**config.mk**
```make
export PLATFORM = sky130hd
export DESIGN_NAME = dh_game_ctl
export DESIGN_NICKNAME = d
export VERILOG_FILES = /design/src/rtl/dh_game_ctl.sv
export SDC_FILE = /design/constraint.sdc
export NUM_CORES = 1
export LEC_CHECK = 0
export ABC_AREA = 1
export BUFFER_PORTS_ARGS = -buffer_cell sky130_fd_sc_hd__buf_2
export CAP_MARGIN = 20
export CORE_ASPECT_RATIO = 1.5
export CORE_MARGIN = 2
export CORE_UTILIZATION = 55
export DETAILED_ROUTE_END_ITERATION = 10
export GPL_TIMING_DRIVEN = 1
export PLACE_DENSITY = 0.86
export SYNTH_ARGS = -nofsm -noshare
export SYNTH_HDL_FRONTEND = slang
export SYNTH_SLANG_ARGS = --single-unit
```
**constraint.sdc**
```tcl
create_clock -name clk -period 5.27 [get_ports clk]
set_clock_uncertainty 0.15 [all_clocks]
set_input_delay 0.2635 -clock clk [delete_from_list [all_inputs] [get_ports clk]]
set_output_delay 0.2635 -clock clk [all_outputs]
set_load 0.1 [all_outputs]
```
**src/rtl/dh_game_ctl.sv**
```systemverilog
// dh_game_ctl - round and shot sequencer for Duck Hunt.
//
// Runs in the pixel-clock domain and counts all durations in frames
// (frame_tick pulses), so it does not depend on the display resolution.
//
// Ports:
//   clk, rst_n     - pixel clock, asynchronous active-low reset
//   frame_tick     - one-cycle pulse per frame
//   start          - one-cycle start/restart pulse (IDLE and GAME_OVER only)
//   trigger, hit   - one-cycle fire pulse; hit level sampled with the trigger
//   duck_en        - duck sprite visible
//   duck_respawn   - one-cycle pulse on the first cycle of a new duck
//   duck_falling   - shot-duck fall animation
//   duck_escaping  - escape animation
//   flash_en       - shot flash overlay
//   ammo           - shots remaining for the current duck
//   score          - total hits, saturating at 255
//   round          - current round, saturating at 15
//   game_over      - game-over screen
module dh_game_ctl #(
  parameter int AMMO_PER_DUCK      = 3,
  parameter int ROUND_START_FRAMES = 120,
  parameter int FLY_FRAMES         = 300,
  parameter int FLASH_FRAMES       = 2,
  parameter int FALL_FRAMES        = 60,
  parameter int ESCAPE_FRAMES      = 60,
  parameter int DUCKS_PER_ROUND    = 10,
  parameter int PASS_HITS          = 6
) (
  input  logic       clk,
  input  logic       rst_n,
  input  logic       frame_tick,
  input  logic       start,
  input  logic       trigger,
  input  logic       hit,
  output logic       duck_en,
  output logic       duck_respawn,
  output logic       duck_falling,
  output logic       duck_escaping,
  output logic       flash_en,
  output logic [1:0] ammo,
  output logic [7:0] score,
  output logic [3:0] round,
  output logic       game_over
);

  localparam int MAX_A      = (ROUND_START_FRAMES > FLASH_FRAMES) ? ROUND_START_FRAMES : FLASH_FRAMES;
  localparam int MAX_B      = (FALL_FRAMES > ESCAPE_FRAMES) ? FALL_FRAMES : ESCAPE_FRAMES;
  localparam int MAX_FRAMES = (MAX_A > MAX_B) ? MAX_A : MAX_B;
  localparam int FCW        = $clog2(MAX_FRAMES + 1);
  localparam int YW         = $clog2(FLY_FRAMES + 1);
  localparam int DW         = $clog2(DUCKS_PER_ROUND + 1);

  typedef enum logic [3:0] {
    IDLE, ROUND_START, FLY, FLASH, FALL, ESCAPE, NEXT, ROUND_END, GAME_OVER
  } state_t;

  state_t         state;
  state_t         state_nxt;
  logic [FCW-1:0] frame_cnt;
  logic [FCW-1:0] frame_lim;
  logic           frame_done;
  logic [YW-1:0]  fly_cnt;
  logic [DW-1:0]  ducks_done;
  logic [DW-1:0]  round_hits;
  logic           shot_hit;
  logic           shot_ok;
  logic           launch;
  logic           enter;

  // Last count value of the timed states; the state ends on the tick that
  // would take frame_cnt past it, so the partial entry frame never counts.
  always_comb begin
    frame_lim = '0;
    case (state)
      ROUND_START: frame_lim = FCW'(ROUND_START_FRAMES - 1);
      FLASH:       frame_lim = FCW'(FLASH_FRAMES - 1);
      FALL:        frame_lim = FCW'(FALL_FRAMES - 1);
      ESCAPE:      frame_lim = FCW'(ESCAPE_FRAMES - 1);
      default:     frame_lim = '0;
    endcase
  end

  assign frame_done = frame_tick && (frame_cnt == frame_lim);

  // Next-state decision; a shot in FLY wins over the fly timeout.
  always_comb begin
    state_nxt = state;
    shot_ok   = (state == FLY) && trigger && (ammo != 2'd0);
    case (state)
      IDLE, GAME_OVER: if (start) state_nxt = ROUND_START;
      ROUND_START:     if (frame_done) state_nxt = FLY;
      FLY: begin
        if (shot_ok)
          state_nxt = FLASH;
        else if (frame_tick && (fly_cnt == YW'(FLY_FRAMES - 1)))
          state_nxt = ESCAPE;
      end
      FLASH: begin
        if (frame_done) begin
          if (shot_hit)            state_nxt = FALL;
          else if (ammo == 2'd0)   state_nxt = ESCAPE;
          else                     state_nxt = FLY;
        end
      end
      FALL, ESCAPE:    if (frame_done) state_nxt = NEXT;
      NEXT: begin
        if (ducks_done == DW'(DUCKS_PER_ROUND - 1)) state_nxt = ROUND_END;
        else                                        state_nxt = FLY;
      end
      ROUND_END: begin
        if (round_hits >= DW'(PASS_HITS)) state_nxt = ROUND_START;
        else                              state_nxt = GAME_OVER;
      end
      default:         state_nxt = IDLE;
    endcase
    launch = (state_nxt == FLY) && ((state == ROUND_START) || (state == NEXT));
    enter  = (state_nxt != state);
  end

  // State, counters, game bookkeeping and registered outputs. Outputs are
  // decoded from the next state so they line up with the state register.
  always_ff @(posedge clk or negedge rst_n) begin
    if (!rst_n) begin
      state         <= IDLE;
      frame_cnt     <= '0;
      fly_cnt       <= '0;
      ducks_done    <= '0;
      round_hits    <= '0;
      shot_hit      <= 1'b0;
      ammo          <= 2'd0;
      score         <= 8'd0;
      round         <= 4'd0;
      duck_en       <= 1'b0;
      duck_respawn  <= 1'b0;
      duck_falling  <= 1'b0;
      duck_escaping <= 1'b0;
      flash_en      <= 1'b0;
      game_over     <= 1'b0;
    end else begin
      state <= state_nxt;

      if (enter)           frame_cnt <= '0;
      else if (frame_tick) frame_cnt <= frame_cnt + FCW'(1);

      if (((state == IDLE) || (state == GAME_OVER)) && start) begin
        score <= 8'd0;
        round <= 4'd1;
      end

      if (enter && (state_nxt == ROUND_START)) begin
        ducks_done <= '0;
        round_hits <= '0;
      end

      if ((state == ROUND_END) && (state_nxt == ROUND_START) && (round != 4'hF))
        round <= round + 4'd1;

      if (launch) begin
        ammo    <= 2'(AMMO_PER_DUCK);
        fly_cnt <= '0;
      end

      if (shot_ok) begin
        ammo     <= ammo - 2'd1;
        shot_hit <= hit;
      end else if ((state == FLY) && frame_tick) begin
        fly_cnt <= fly_cnt + YW'(1);
      end

      if ((state == FLASH) && frame_done && shot_hit) begin
        if (score != 8'hFF) score <= score + 8'd1;
        round_hits <= round_hits + DW'(1);
      end

      if (state == NEXT) ducks_done <= ducks_done + DW'(1);

      duck_en       <= (state_nxt == FLY) || (state_nxt == FLASH) ||
                       (state_nxt == FALL) || (state_nxt == ESCAPE);
      duck_respawn  <= launch;
      duck_falling  <= (state_nxt == FALL);
      duck_escaping <= (state_nxt == ESCAPE);
      flash_en      <= (state_nxt == FLASH);
      game_over     <= (state_nxt == GAME_OVER);
    end
  end

endmodule

```
==> metrics, run 1 <==
n_diodes 0; slowest stage delay, CP around 460 ps; chip height 92.1 um; Core ar. around 0.0051 mm^2; CP arrival 2230 ps; clk_lat worst skew 300 ps; clock root buffer clkbuf_8; Initial Util a little under three fifths; first-pass GRT wire length between 9000 and 10,000 um; Buf/Inv on CP 3; CP required ~5300 ps; Area Overhead vs Synth 12.4%; Final #Nets 393; Max Fclk 0.456 GHz; PortBufs 25; CP most frequent cell nand3_2; Cell Count, Final, Fillers Out about 450; Max Buffers Root-to-Sink 2; post-synth top area share 43.1%; Post-route DRC 0; Post-Syn Area ~0.0028 mm^2; gpl congestion roughly 0.92; CTS tree done; Syn. warnings 0; Netlist cell types 31; grt total ovfl 0; wire length per cell approximately 12 um; Int Power about 0.79 mW; Cells after DPL roughly 440; Yosys reg bits 49; switching share of total power 50.2%; initial antenna violation count 0; Top delay family on crit path simple AND/OR/NAND/NOR gates; worst-margin pin slew just under 500 ps; Routed WL between 5000 and 6000 um; commonest non-fill, non-tap cells in the layout nand2_1, inv_1, dfrtp_1; Pleak ~1.6 nW; Post-DP HPWL 4220 um; commonest non-fill, non-tap cell in the layout nand2_1; period utilization between 40 and 50%; drt first-iter violations 68; vias in the first global route 2,328; Worst Hold Class primary input to flop; run status finished, final reports clean; Critical-path top delay cell dfrtp_1; Num Clock Sinks 49; largest area contributor in the netlist dfrtp_1; GR Util All Layers about a fifth; syn_nets about 360; Setup crit start kind flop; CP endpoint kind flop; DR vias roughly 2,300; TritonRoute pass-1 iters 4; Mapped Cells about 340; crit-path cells inv_2, nand3_2, nand2_1, nand3_2, nor2_4, nand2_4, clkinv_4, nand3_2, nand2_2, inv_2, nand2_2, nand2_1, nor2_1, a21oi_1; Die ar. 0.00578 mm^2; worst vdd rail ir drop ~0.45 mV; boundary pin count 26; top cells by area, synth dfrtp_1, nand2_1, inv_1, nand3_1, ha_1; logic gate share of total power 51.0%; Via density roughly 5.2; Slew Limit Fails 0; number of CTS-inserted buffers 5; row cnt 32; final setup violating endpoints 0; unrepaired setup endpoints after global routing false; Fill cells approximately 440; Max Cap Violations 0; Crit Path Category flop to flop; die width 62.7 um; final hold vios 0; Final ANT Viol Nets 0; Fin Setup TNS 0 ps; crit-path max FO 7; Setup WS pre-CTS slightly above 3000 ps; clock transition at the registers of the reported paths around 90 ps; PD cells 498 mW/mm^2; design area 0.00320 mm^2; largest net degree at the start of global routing 50; sequential cell area fraction in the yosys report 43.1%; Post-DP Area 0.00306 mm^2; fin worst setup slack slightly above 3000 ps; relative slew slack between 60 and 70%; htree depth 2; Clock power frac approximately 17%; Sequential Power Share between 30% and 40%; fin crit period approximately 2200 ps; Syn Area/Cell approximately 8.3 um^2; Net Switching ~0.8 mW; layout cells sized above 1 18.7%
power groups by stage:
stage          logic, mW  registers (mW)  clock network [mW]
2_1_floorplan      0.493           0.682                   0
3_3_place_gp       0.794           0.516                   0
3_5_place_dp       0.807           0.520                   0
4_1_cts            0.812           0.513               0.271
5_1_grt            0.887           0.522               0.286
6_report           0.812           0.513               0.268
per-layer routing:
layer | vias to the layer above | GRT usage (%) | part of all wire, %
met1 | 1108 | 24.3 | 42
met3 | 19 | 2.70 | 3.0
li1 | 1171 | - | -
met4 | 0 | 10.6 | 3.7
met5 | - | 0 | 0
met2 | 44 | 38.0 | 51
logic make-up (layout without fill, tap and decap cells):
family	after synthesis	count (layout)	synth area share [%]
DFF	49	49	43.1
AOI/OAI and AO/OA	39	39	8.27
and+or+nand+nor	172	172	31.0
xor gates and xnor gates	18	18	5.54
buffers and inverters	55	90	7.43
muxes	2	2	0.704
adders and majority gates	9	9	3.96
cell type report:
type / count / area, um^2 / area share [%]
Multi-Input combinational cell: 240 / 1410 / 44.0
Sequential cell: 49 / 1230 / 38.4
Inverter: 55 / 211 / 6.61
Timing Repair Buffer: 27 / 155 / 4.85
Tap cell: 68 / 85.1 / 2.66
Clock buffer: 6 / 72.6 / 2.27
Clock inverter: 2 / 38.8 / 1.21
flip-flops by register name, summed over array words and instances, names as in the netlist:
name / count
frame_cnt: 7
ducks_done: 4
duck_respawn: 1
round: 4
duck_falling: 1
ammo: 2
state: 4
flash_en: 1
score: 8
duck_escaping: 1
game_over: 1
duck_en: 1
fly_cnt: 9
shot_hit: 1
round_hits: 4
path summary, 6_finish.rpt:
| check | start | to | slack, ps | depth (start not counted) |
|---|---|---|---|---|
| setup / recovery | state[1] | ammo[1] | 3080 | 14 |
| max in group asynchronous | rst_n | duck_respawn | 4290 | 3 |
| hold reg to reg | fly_cnt[0] | fly_cnt[0] | 360 | 1 |
| min in group asynchronous | rst_n | score[6] | 200 | 2 |
| setup reg to reg | state[1] | ammo[1] | 3080 | 14 |
| hold / removal | hit | shot_hit | 10 | 3 |
worst reg2reg max path, cell delays in order, from the launching register on:
cell	delay (ps)
dfrtp_1	460
inv_2	150
nand3_2	160
nand2_1	110
nand3_2	90
nor2_4	170
nand2_4	100
clkinv_4	70
nand3_2	80
nand2_2	140
inv_2	60
nand2_2	120
nand2_1	90
nor2_1	90
a21oi_1	40
through the flow:
stage               total power, mW  hold slack, ps  util [%]
finish                         1.59            12.7      62.9
global route                   1.69            35.1      62.9
CTS                            1.60            10.1      62.3
detailed placement             1.33             324      60.1
global placement               1.31             316      60.1
floorplan                      1.18            -182         -
repair_timing:
action,CTS,global route
endpoints found under the hold margin,0,9
hold buffers,0,1
resized for setup,0,0
buffers inserted,0,0
cell usage after synthesis, drive strengths merged:
cell type / number
nand3: 32
o31ai: 1
a211oi: 1
nor3: 19
nor2: 29
a21oi: 8
nand4: 1
o21ai: 19
clkinv: 1
xor2: 12
xnor2: 6
ha: 9
dfrtp: 49
a31oi: 1
nand2: 91
a22o: 2
inv: 54
o22ai: 6
o2bb2ai: 1
mux2i: 2
(Power assumes the default switching activity.)
==> inputs of run 2 (changes only) <==
--- a/config.mk
+++ b/config.mk
@@ -10,10 +10,10 @@
 export CAP_MARGIN = 20
 export CORE_ASPECT_RATIO = 1.5
 export CORE_MARGIN = 2
-export CORE_UTILIZATION = 55
+export CORE_UTILIZATION = 54
 export DETAILED_ROUTE_END_ITERATION = 10
 export GPL_TIMING_DRIVEN = 1
-export PLACE_DENSITY = 0.86
+export PLACE_DENSITY = 0.87
 export SYNTH_ARGS = -nofsm -noshare
 export SYNTH_HDL_FRONTEND = slang
 export SYNTH_SLANG_ARGS = --single-unit
==> constraint.sdc (replaced) <==
create_clock -name clk -period 1.88 [get_ports clk]
set_clock_uncertainty 0.15 [all_clocks]
set_input_delay 0.094 -clock clk [delete_from_list [all_inputs] [get_ports clk]]
set_output_delay 0.094 -clock clk [all_outputs]
set_load 0.1 [all_outputs]
==> run 2 against run 1 <==
Effect of this change: the flow now finishes with violations (setup timing); critical endpoint is now frame_cnt[5]; critical path type unchanged; core utilization up 15 points; sequential cell count unchanged; largest power group unchanged; sequential share of layout area down 7.1 points.
==> metrics, run 2 (synthesis gave the netlist of run 1 again) <==
run status finished, violations left (was finished, final reports clean); violated checks setup timing; gpl congestion 0.950 (was 0.920); GR Util All Layers 29.3% (was 21.1%); worst vdd rail ir drop 1.01 mV (was 0.454 mV); CP most frequent cell nand2_2 (was nand3_2); Via density 5.47 (was 5.24); hold wc startpoint frame_tick (was hit); clk_lat worst skew 310 ps (was 300 ps); Max Cap Violations 0 (unchanged); Worst Setup SP state[2] (was state[1]); Sequential Power Share 25.3% (was 32.2%); first-pass GRT wire length 13,400 um (was 9780 um); R2R Path End frame_cnt[5] (was ammo[1]); R2R Setup Slk -280 ps (was 3080 ps); GR Util met2 56.7% (was 38.0%); Final #Nets 454 (was 393); die width 63.3 um (was 62.7 um); htree depth 2 (unchanged); CP endpoint kind flop (unchanged); unrepaired setup endpoints after global routing true (was false); Initial Util 55.5% (was 56.0%); Reg with most FFs fly_cnt (unchanged); number of CTS-inserted buffers 5 (unchanged); wire length per cell 16.5 um (was 12.4 um); chip height 92.9 um (was 92.1 um); Net Switching 2.84 mW (was 0.799 mW); TritonRoute pass-1 iters 5 (was 4); area occupied by registers 0.00125 mm^2 (was 0.00123 mm^2); clock transition at the registers of the reported paths 100 ps (was 90 ps); Worst setup endpoint frame_cnt[5] (was ammo[1]); Final ANT Viol Nets 0 (unchanged); Core ar. 0.00512 mm^2 (was 0.00508 mm^2); slowest stage delay, CP 460 ps (about the same); relative slew slack 67.1% (was 67.5%); CP arrival 2240 ps (was 2230 ps); Clock power frac 14.0% (was 16.8%); Post-route DRC 0 (unchanged); period utilization 115% (was 41.6%); max reg flops 9 (unchanged); largest registers in the final layout fly_cnt: 9 flops, score: 8 flops, frame_cnt: 7 flops (unchanged); clock root buffer clkbuf_8 (unchanged); initial antenna violation count 0 (unchanged); logic gate share of total power 60.7% (was 51.0%); fin worst setup slack -282 ps (was 3080 ps); commonest non-fill, non-tap cells in the layout nand2_1, buf_4, inv_1 (was nand2_1, inv_1, dfrtp_1); boundary pin count 26 (unchanged); Fill cells 309 (was 443); CTS tree done (unchanged); Max Fclk 0.463 GHz (was 0.456 GHz); Post-DP HPWL 5290 um (was 4220 um); met1 usage 29.9% (was 24.3%); Critical-path top delay cell dfrtp_2 (was dfrtp_1); commonest non-fill, non-tap cell in the layout nand2_1 (unchanged); crit-path max FO 7 (unchanged); Int Power 2.94 mW (was 0.794 mW); crit-path cells nor2_4, nand2_2, buf_4, a21oi_1, a21oi_4, nand2_4, nand2_2, nand2_2, nand3_4, nor3_4 (was inv_2, nand3_2, nand2_1, nand3_2, nor2_4, nand2_4, clkinv_4, nand3_2, nand2_2, inv_2, nand2_2, nand2_1, nor2_1, a21oi_1); Setup crit start kind flop (unchanged); busiest layer in global routing met2 (unchanged); Max Buffers Root-to-Sink 2 (unchanged); vias in the first global route 2,952 (was 2,328); Area Overhead vs Synth 40.9% (was 12.4%); Die ar. 0.00588 mm^2 (was 0.00578 mm^2); area of the multi-input gates 0.00170 mm^2 (was 0.00141 mm^2); switching share of total power 49.1% (was 50.2%); Slew Limit Fails 0 (unchanged); Routed WL 8360 um (was 5550 um); Hold WS 6.00 ps (was 12.7 ps); PD cells 1440 mW/mm^2 (was 498 mW/mm^2); PortBufs 25 (unchanged); n_diodes 0 (unchanged); final setup violating endpoints 36 (was 0); worst-margin pin slew 496 ps (was 486 ps); drt first-iter violations 123 (was 68); Num Clock Sinks 49 (unchanged); Worst Hold Class primary input to flop (unchanged); Crit Path Category flop to flop (unchanged); GR Util met3 4.01% (was 2.70%); largest net degree at the start of global routing 50 (unchanged); layout cells sized above 1 45.2% (was 18.7%); DR vias 2,779 (was 2,342); row cnt 32 (unchanged); final hold vios 0 (unchanged); R2R Path Start state[2] (was state[1]); Pleak 1.94 nW (was 1.62 nW); Setup WS pre-CTS -234 ps (was 3100 ps); CP required 1960 ps (was 5310 ps); cells on worst reg2reg path 10 (was 14); grt total ovfl 0 (unchanged); fin crit period 2160 ps (was 2190 ps)
==> run 2: worst min path at each step <==
stage | endpoint | cells after the start
after global placement | flash_en | 2
after detailed placement | duck_en | 2
final | frame_cnt[0] | 3
after global routing | frame_cnt[0] | 3
after CTS | frame_cnt[0] | 3
after floorplan | duck_en | 0
==> run 2: through the flow <==
| step | std cells | util [%] | TNS (ps) | power (mW) | cell area (um^2) |
|---|---|---|---|---|---|
| 2_1_floorplan | 344 | - | -706 | 3.45 | 2960 |
| 3_3_place_gp | 486 | 69.4 | -4300 | 4.25 | 3550 |
| 3_5_place_dp | 486 | 69.4 | -5350 | 4.39 | 3550 |
| 4_1_cts | 505 | 76.8 | -4840 | 5.55 | 3930 |
| 5_1_grt | 508 | 78.2 | -12030 | 6.06 | 4010 |
| 6_report | 508 | 78.2 | -7550 | 5.78 | 4010 |
==> run 2: timing repair <==
action,in CTS,in global routing
setup buffers,8,3
pin swaps,30,2
gates resized for setup,54,12
cloned,0,0
endpoints found under the hold margin,52,0
hold buffers,3,0
endpoints found under the setup margin,38,42
==> run 2: cell type report <==
type / instances / area share, %
Inverter: 55 / 5.46
Sequential cell: 49 / 31.3
Clock inverter: 2 / 0.937
Tap cell: 68 / 2.12
Clock buffer: 6 / 2.06
Timing Repair Buffer: 88 / 15.8
Multi-Input combinational cell: 240 / 42.3
==> run 2: worst max-delay path, delay by kind of cell, from the launching register on <==
family                 cells  cell delay [ps]
DFF                        1              460
and+or+nand+nor            7              890
buffers and inverters      1              170
AOI/OAI and AO/OA          2              420
==> run 2: power groups by stage <==
| stage | Sequential [mW] | Combinational (mW) | Clock (mW) |
|---|---|---|---|
| finish | 1.46 | 3.50 | 0.810 |
| global route | 1.49 | 3.73 | 0.847 |
| CTS | 1.45 | 3.29 | 0.808 |
| detailed placement | 1.47 | 2.92 | 0 |
| global placement | 1.45 | 2.80 | 0 |
| floorplan | 1.95 | 1.50 | 0 |
==> run 2: per-layer routing <==
metal  routed length [um]  vias to the layer above
met2                 4600                      100
li1                     -                     1290
met5                    0                        -
met4                  450                        0
met1                 2990                     1347
met3                  320                       42
==> inputs of run 3 (changes only) <==
--- a/config.mk
+++ b/config.mk
@@ -10,10 +10,11 @@
 export CAP_MARGIN = 20
 export CORE_ASPECT_RATIO = 1.5
 export CORE_MARGIN = 2
-export CORE_UTILIZATION = 54
+export CORE_UTILIZATION = 55
+export CTS_BUF_LIST = sky130_fd_sc_hd__clkbuf_8
 export DETAILED_ROUTE_END_ITERATION = 10
 export GPL_TIMING_DRIVEN = 1
-export PLACE_DENSITY = 0.87
+export PLACE_DENSITY = 0.89
 export SYNTH_ARGS = -nofsm -noshare
 export SYNTH_HDL_FRONTEND = slang
 export SYNTH_SLANG_ARGS = --single-unit
==> run 3 against run 2 <==
Effect of this change: the flow still finishes with violations (setup timing); sequential share of layout area fell by 0.54 points; global-route usage rose by 2.7 points; cell area grew 1.7%; cell count rose by 0.39%; combinational power rose by 7.4%; power grew 3.3%; sequential power is 3% higher; critical path depth is the same; wire length increased by 13%; clock power is 13% lower; critical endpoint is now frame_cnt[2]; largest cell class unchanged; largest power group unchanged.
==> metrics, run 3 (synthesis gave the netlist of run 1 again) <==
commonest non-fill, non-tap cells in the layout nand2_1, buf_4, inv_1 (unchanged); largest net degree at the start of global routing 26 (was 50); Final #Nets 456 (was 454); largest registers in the final layout fly_cnt: 9 flops, score: 8 flops, frame_cnt: 7 flops (unchanged); max reg flops 9 (unchanged); violated checks setup timing (unchanged); boundary pin count 26 (unchanged); Pleak 1.96 nW (was 1.94 nW); R2R Path Start state[0] (was state[2]); Post-route DRC 0 (unchanged); area occupied by registers 0.00125 mm^2 (unchanged); commonest non-fill, non-tap cell in the layout nand2_1 (unchanged); Worst Setup SP state[0] (was state[2]); fin crit period 2250 ps (was 2160 ps); Fill cells 278 (was 309); run status finished, violations left (unchanged); Max Cap Violations 0 (unchanged); Post-DP HPWL 5210 um (was 5290 um); final setup violating endpoints 42 (was 36); chip height 92.1 um (was 92.9 um); vias in the first global route 2,976 (was 2,952); CP endpoint kind flop (unchanged); drt first-iter violations 282 (was 123); GR Util All Layers 32.0% (was 29.3%); Core ar. 0.00508 mm^2 (was 0.00512 mm^2); period utilization 120% (was 115%); htree depth 2 (unchanged); grt total ovfl 0 (unchanged); slowest stage delay, CP 470 ps (was 460 ps); Final Util 80.2% (was 78.2%); clk_lat worst skew 320 ps (was 310 ps); wire length per cell 18.5 um (was 16.5 um); clock transition at the registers of the reported paths 90 ps (was 100 ps); Area Overhead vs Synth 43.3% (was 40.9%); top sig layer met4 (unchanged); cells on worst reg2reg path 10 (unchanged); total power 5.97 mW (was 5.78 mW); Via density 5.83 (was 5.47); number of CTS-inserted buffers 5 (unchanged); Cell Count, Final, Fillers Out 510 (was 508); CP required 1970 ps (was 1960 ps); Worst Hold Class primary input to flop (unchanged); CP arrival 2340 ps (was 2240 ps); Critical-path top delay cell dfrtp_2 (unchanged); initial antenna violation count 0 (unchanged); Final ANT Viol Nets 0 (unchanged); Max Fclk 0.444 GHz (was 0.463 GHz); row cnt 32 (unchanged); crit-path max FO 7 (unchanged); worst vdd rail ir drop 1.44 mV (was 1.01 mV); Met1 Routed Length 3320 um (was 2990 um); n_diodes 0 (unchanged); Buf/Inv on CP 3 (was 1); Slew Limit Fails 0 (unchanged); DR vias 2,975 (was 2,779); design area 0.00408 mm^2 (was 0.00401 mm^2); PortBufs 25 (unchanged); Reg with most FFs fly_cnt (unchanged); Hold WS 1.77 ps (was 6.00 ps); Die ar. 0.00578 mm^2 (was 0.00588 mm^2); TritonRoute pass-1 iters 6 (was 5); Cells after DPL 485 (was 486); WL met2 4870 um (was 4600 um); fin worst setup slack -370 ps (was -282 ps); CP most frequent cell buf_4 (was nand2_2); clock root buffer clkbuf_8 (unchanged); final hold vios 0 (unchanged); unrepaired setup endpoints after global routing true (unchanged); Initial Util 56.0% (was 55.5%); PD cells 1460 mW/mm^2 (was 1440 mW/mm^2); Routed WL 9410 um (was 8360 um); Crit Path Category flop to flop (unchanged); Worst setup endpoint frame_cnt[2] (was frame_cnt[5]); relative slew slack 62.0% (was 67.1%); Crit path depth 10 (unchanged); Post-DP Area 0.00355 mm^2 (about the same); die width 62.7 um (was 63.3 um); Setup WS pre-CTS -244 ps (was -234 ps); Setup crit start kind flop (unchanged); layout cells sized above 1 49.5% (was 45.2%); met3 WL 612 um (was 320 um); Num Clock Sinks 49 (unchanged); gpl congestion 0.896 (was 0.950); worst-margin pin slew 570 ps (was 496 ps); Max Buffers Root-to-Sink 2 (unchanged); R2R Path End frame_cnt[2] (was frame_cnt[5]); CTS tree done (unchanged); Fin Setup TNS -10,580 ps (was -7550 ps); R2R Setup Slk -370 ps (was -280 ps); crit-path cells buf_4, nor2_2, nand2_2, buf_4, o21ai_1, a21oi_2, buf_4, nand3_2, nand3_4, nor3_2 (was nor2_4, nand2_2, buf_4, a21oi_1, a21oi_4, nand2_4, nand2_2, nand2_2, nand3_4, nor3_4); first-pass GRT wire length 14,200 um (was 13,400 um); Top delay family on crit path simple AND/OR/NAND/NOR gates (unchanged); area of the multi-input gates 0.00176 mm^2 (was 0.00170 mm^2)
run 3: cell type report:
class | count | share of cell area [%]
Clock inverter | 2 | 0.430
Sequential cell | 49 | 30.7
Multi-Input combinational cell | 240 | 43.1
Inverter | 55 | 5.55
Clock buffer | 6 | 2.03
Timing Repair Buffer | 90 | 16.1
Tap cell | 68 | 2.09
run 3: what timing repair did:
item                                   4_1_cts  5_1_grt
gates resized for setup                     48       39
setup endpoints to repair                   40       46
endpoints found under the hold margin       27        0
setup buffers                               10        4
hold buffers                                 3        0
pin swaps                                   27       22
run 3: worst min path at each step:
stage / startpoint / end / slack (ps) / cells past startpoint
finish: frame_tick / frame_cnt[0] / 2 / 3
CTS: frame_tick / frame_cnt[0] / 6 / 3
floorplan: rst_n / duck_en / -350 / 0
global route: frame_tick / frame_cnt[0] / 10 / 3
detailed placement: rst_n / duck_en / -30 / 1
global placement: rst_n / duck_en / -30 / 1
run 3: worst register-to-register path, stage by stage, from the launching register on:
cell	delay [ps]
dfrtp_2	470
buf_4	170
nor2_2	180
nand2_2	120
buf_4	160
o21ai_1	200
a21oi_2	110
buf_4	160
nand3_2	80
nand3_4	160
nor3_2	220
run 3: layer usage:
metal / track usage (%) / up-vias
li1: - / 1299
met1: 36.1 / 1434
met2: 55.1 / 180
met3: 6.38 / 62
met4: 20.0 / 0
met5: 0 / -
run 3: where the power goes:
| group | total, mW | leakage (nW) | switching, mW | internal (mW) |
|---|---|---|---|---|
| sequential | 1.50 | 0.639 | 0.221 | 1.28 |
| clock | 0.704 | 0.0518 | 0.398 | 0.306 |
| combinational | 3.76 | 1.27 | 2.46 | 1.30 |
| total | 5.97 | 1.96 | 3.08 | 2.89 |
